--- src/rtl/ret_stack_pkg.sv ---
// ret_stack_pkg: stack operation encoding shared by the return-address stack and the decoder.
package ret_stack_pkg;
  typedef enum logic [1:0] {SOP_NONE, SOP_PUSH, SOP_POP, SOP_SWAP} stack_op_t;
endpackage

--- src/rtl/ret_stack.sv ---
// ret_stack: circular return-address stack with zero-latency top read and sticky error flags.
`ifndef RET_STACK_SV
`define RET_STACK_SV
module ret_stack
  import ret_stack_pkg::*;
#(
  parameter int A_WIDTH = 8,
  parameter int DEPTH = 8
) (
  input  logic clk,
  input  logic rst,
  input  logic push,
  input  logic pop,
  input  logic flush,
  input  logic clr_err,
  input  logic [A_WIDTH-1:0] push_addr,
  output logic [A_WIDTH-1:0] top_addr,
  output logic [$clog2(DEPTH):0] count,
  output logic empty,
  output logic full,
  output logic overflow,
  output logic underflow
);
  localparam int PW = $clog2(DEPTH);
  localparam logic [PW:0] DCNT = (PW+1)'(DEPTH);
  logic [A_WIDTH-1:0] mem [DEPTH];
  logic [PW-1:0] tp, tp_dec;
  stack_op_t op;
  assign op = push && pop ? SOP_SWAP : push ? SOP_PUSH : pop ? SOP_POP : SOP_NONE;
  assign tp_dec = tp - 1'b1;
  assign top_addr = mem[tp_dec];
  assign empty = count == '0;
  assign full = count == DCNT;
  always_ff @(posedge clk) begin
    if (rst) begin
      tp <= '0;
      count <= '0;
      overflow <= 1'b0;
      underflow <= 1'b0;
      for (int i = 0; i < DEPTH; i++) mem[i] <= '0;
    end else begin
      if (clr_err) begin
        overflow <= 1'b0;
        underflow <= 1'b0;
      end
      // errors raised below override a same-cycle clr_err
      if (flush) begin
        tp <= '0;
        count <= '0;
      end else if (op == SOP_SWAP && !empty) begin
        mem[tp_dec] <= push_addr;
      end else if (op == SOP_PUSH || op == SOP_SWAP) begin
        mem[tp] <= push_addr;
        tp <= tp + 1'b1;
        if (full) overflow <= 1'b1;
        else count <= count + 1'b1;
        if (op == SOP_SWAP) underflow <= 1'b1;
      end else if (op == SOP_POP) begin
        if (empty) underflow <= 1'b1;
        else begin
          tp <= tp_dec;
          count <= count - 1'b1;
        end
      end
    end
  end
endmodule
`endif

--- config.mk ---
export PLATFORM = sky130hd
export DESIGN_NAME = ret_stack
export DESIGN_NICKNAME = d
export VERILOG_FILES = /design/src/rtl/ret_stack_pkg.sv /design/src/rtl/ret_stack.sv
export SDC_FILE = /design/constraint.sdc
export NUM_CORES = 1
export LEC_CHECK = 0
export BUFFER_PORTS_ARGS = -buffer_cell sky130_fd_sc_hd__buf_2
export CAP_MARGIN = 20
export CORE_ASPECT_RATIO = 1.5
export CORE_UTILIZATION = 55
export DETAILED_ROUTE_END_ITERATION = 12
export PLACE_DENSITY = 0.86
export SLEW_MARGIN = 25
export SYNTH_ARGS = -nofsm -noshare
export SYNTH_HDL_FRONTEND = slang
export SYNTH_SLANG_ARGS = --single-unit
--- constraint.sdc ---
create_clock -name clk -period 4.6 [get_ports clk]
set_input_delay 0.46 -clock clk [delete_from_list [all_inputs] [get_ports clk]]
set_output_delay 0.46 -clock clk [all_outputs]
set_load 0.005 [all_outputs]
# == Word-level counts from Yosys, hierarchy flattened ==
# Memories as Yosys holds them, arrays and structs flattened.
# Index checks and enable logic that the tools add are counted.
# Widths: inputs -> output; s select.
# word_totals
ff_bits,9
ramBits,64
in_bits,14
wordCells,66
mem_count,1
# op_classes
addsub,4
eq_ne,6
muxes,39
n_bitwise,1
reduce_logical,11
# memory_table
memory,words,width,read_ports,rd_clocked_by_memory_dff,wr,line,rtl
mem,8,8,1,0,8,ret_stack.sv:26,logic [A_WIDTH-1:0] mem [DEPTH];
# op_table
op,n
$mux 1,25
$mux 4,4
$mux 8,2
$reduce_or 8->1,2
$mux 3,5
$mux 2,3
$add 4x1->4 const B,1
$eq 2x2->1 const B,2
$eq 4x4->1 const B,1
$logic_not 4->1,1
$reduce_and 4->1,1
$sub 4x1->4 const B,1
$add 3x1->3 const B,1
$reduce_and 3->1,1
$sub 3x1->3 const B,1
$eq 2x1->1 const B,1
$logic_and 1x1->1,2
$ne 2x1->1 const B,1
$ne 2x2->1 const B,1
$reduce_bool 2->1,1
$reduce_or 2->1,1
$logic_not 1->1,1
$logic_or 1x1->1,1
$not 1->1,1

# == Logic depth before layout (Yosys ltp) ==
# depth
ltp_word,12
mapped_depth,8
depth_no_buf,6

# == Worst setup path before layout ==
# Ideal clock, no wire load.
# synth_timing
kind,flip-flop to flip-flop
startpoint,register tp[0]
endpoint,"memory mem[0][0], enable pin"
setup_ns,0.375
t_arrival_ns,2.439
required_time_ns,4.225
setup_slack_ns,1.786
path_stages_with_launch,8
path_buffers,1
synth_period_minus_slack_ns,2.814
path_cell_list,dfxtp_1 -> buf_2 -> inv_1 -> ha_1 -> inv_1 -> a2111oi_0 -> a211oi_4 -> o21bai_1
# synth_rtl
element,line,rtl
"start, declared",ret_stack.sv:27,"logic [PW-1:0] tp, tp_dec;"
"start signal, assigned",ret_stack.sv:54,tp <= tp + 1'b1;
"start signal, assigned",ret_stack.sv:61,tp <= tp_dec;
"end, declared",ret_stack.sv:26,

==> run summary <==
Status - complete, no violations
Area leader, netlist - edfxtp_1
Mean Syn Cell Area - 13.0 sq um
Post-synthesis compound-gate area fraction - 0.0789
Required time of the critical path - 4.58 ns
Pins Over Slew Limit - 0
Worst vdd ir - 222 uV
Initial Util - 0.565
Die width - 68.7 um
Simple-gate share of the synthesized area - 0.141
First-pass GRT wire length - 12500 um
Min Tclk post-route - 3.41 ns
DRT iter0 DRCs - 357
Worst Skew - 0.0105 ns
GRT Util Overall - 0.261
Antenna-violating nets left - 0
Post-Syn Instances - 281
Pre-CTS setup slack - 1.06 ns
Grt total ovfl - 0
Setup Fix Bufs, Post-CTS - 0
Sequential area share after synthesis - 0.574
Max_cap viols - 0
Synth async-reset ratio - 0
CTS buffer count - 9
CP Capture Type - flip-flop
Slew @ Worst Pin - 1.01 ns
Final WL - 8070 um
Avg WL per Cell - 20.7 um
Min setup slack post-route - 1.19 ns
Drt via density - 6.34
Combinational family with the most area after synthesis - simple AND/OR/NAND/NOR gates
Clock Sinks - 73
Routed via count - 2473
Layout Nets - 328
Critical path type - reg -> reg
Critical Path Fanout Max - 18
Hold/Removal Path Class - in -> reg
Post-synth cell types - 41
XOR/XNOR share of the synthesized area - 0.0184
Pleak - 0.00146 uW
Clock Latency Late Sink - 0.36 ns
DRC - 0
Adder-Cell Fraction of Synth Area - 0.0191
Startpoint types - flip-flop
Share of cells above drive strength 1 - 0.264
DP Wirelength - 5690 um
Synth-to-Final Area Change - 10.4%
RSZ-0062 raised after global routing - no
Crit share post-route - 0.741
CTS tree - yes
Htree depth - 3
Mapped Area - 3660 sq um
CP arrival - 3.39 ns
Post-route setup TNS - 0 ns
Final GP Congestion - 0.826
Worst-path clk slew - 0.07 ns
EDFF count, synth - 64
Max Root-Sink Buffers - 2
Synth top area cells - edfxtp_1, mux4_2, nor2_1, dfxtp_1, nand3_1
Floorplan die height - 102 um
Largest net degree at the start of global routing - 20
Hold-fix buffers, CTS - 0
Post-synthesis mux area share - 0.129
Fmax - 0.293 GHz
Synth Warn # - 0
Relative slew slack - 0.325
# setup viols final - 0
Rows - 36
Core Area - 6490 sq um
Vias in the first global route - 2426
Mapped Nets - 300
Antenna violations before repair - 0
Ant. Diodes - 0
Die ar. - 7000 sq um
Port buffer count - 29
Root buffer cell - clkbuf_8
Ports - 30
Synthesis-stage register bit count - 73
Post-cts resize count - 0
Final-report hold violation count - 0
First-pass detailed-route iteration total - 5
Post-synth top flop - edfxtp_1
Area share of the largest cell type after synthesis - 0.524
Power per cell area - 377 nW/um^2
[cells in the mapped netlist, types with 2 or more instances]
library cell / number
mux2_2: 8
xor2_1: 2
a211oi_2: 2
o21bai_1: 8
a211oi_4: 4
nand2b_1: 3
and3_1: 2
nand2_1: 7
nor2_1: 71
xnor2_2: 2
ha_1: 4
o21ai_0: 3
xnor2_1: 2
buf_6: 5
inv_1: 8
clkbuf_1: 3
a2111oi_0: 3
and4_1: 4
edfxtp_1: 64
dfxtp_1: 9
nand3_1: 20
mux4_2: 16
nor3_1: 3
buf_4: 2
buf_2: 6
a21oi_1: 5
[worst paths after layout]
| check | from | to | slack (ns) | depth (start not counted) |
|---|---|---|---|---|
| hold / removal | clr_err | underflow | 0.39 | 3 |
| setup / recovery | tp[1] | mem[3][5] | 1.19 | 6 |
| hold reg to reg | overflow | overflow | 0.48 | 2 |
| setup reg to reg | tp[1] | mem[3][5] | 1.19 | 6 |
[worst max-delay path, cell delays in order (launching register included)]
cell       delay [ns]
dfxtp_1          0.39
inv_1            0.08
ha_1             0.50
buf_4            0.30
a2111oi_0        0.69
a211oi_4         0.23
o21bai_1         0.83
[per-stage QoR]
step | total power (uW) | instances | hold slack (ns) | instance area, sq um | utilization
floorplan | 946 | 281 | 0.447 | 3660 | -
detailed placement | 1010 | 374 | 0.473 | 3830 | 0.591
CTS | 1530 | 390 | 0.376 | 4040 | 0.623
global route | 1570 | 390 | 0.411 | 4050 | 0.624
finish | 1520 | 390 | 0.387 | 4050 | 0.624
global placement | 1000 | 374 | 0.453 | 3830 | 0.591
[registers in the layout, indices dropped and copies added, names as in the netlist]
name	cells
underflow	1
overflow	1
count	4
tp	3
mem	64
[cell families after synthesis]
logic type | after synthesis
flops | 73
fa+ha+maj | 5
buf+inv | 25
mux | 26
simple gates | 116
xor+xnor | 6
compound gates | 30
[power breakdown]
part / leakage (uW) / total (uW) / internal [uW] / switching, uW
Clock: 0.000107 / 523 / 295 / 228
Sequential: 0.000735 / 765 / 750 / 14.5
Combinational: 0.000616 / 237 / 94.1 / 143
[routing by layer]
layer / vias to the layer above / part of all wire / GRT usage
li1: 1102 / - / -
met1: 1196 / 0.34 / 0.283
met2: 145 / 0.55 / 0.456
met3: 30 / 0.073 / 0.0681
met4: 0 / 0.037 / 0.131
met5: - / 0 / 0
[placed cells by master, fill, tap and decap left out, types with 2 or more instances in the layout]
cell       netlist  routed
clkbuf_1         3       2
xnor2_2          2       2
and4_1           4       4
a21oi_1          5       5
buf_4            2       5
and3_1           2       2
nand3_1         20      20
edfxtp_1        64      64
nor3_1           3       3
mux2_2           8       8
nand2b_1         3       3
dfxtp_1          9       9
o21bai_1         8       8
inv_1            8       8
xnor2_1          2       2
a2111oi_0        3       3
buf_2            6      29
xor2_1           2       2
clkbuf_8         0      12
o21ai_0          3       3
ha_1             4       4
nand2_1          7       7
mux4_2          16      16
a211oi_4         4       5
nor2_1          71      71
[layout make-up]
type                    instances  area, sq um
clock buffers                  14          173
clock inverters                 2         35.0
fillers                       490         2440
inverters                       8         30.0
multi-input cells             183         1430
flip-flops and latches         73         2100
well taps                      76         95.1
repair buffers                 34          183
(Power assumes the default switching activity.)
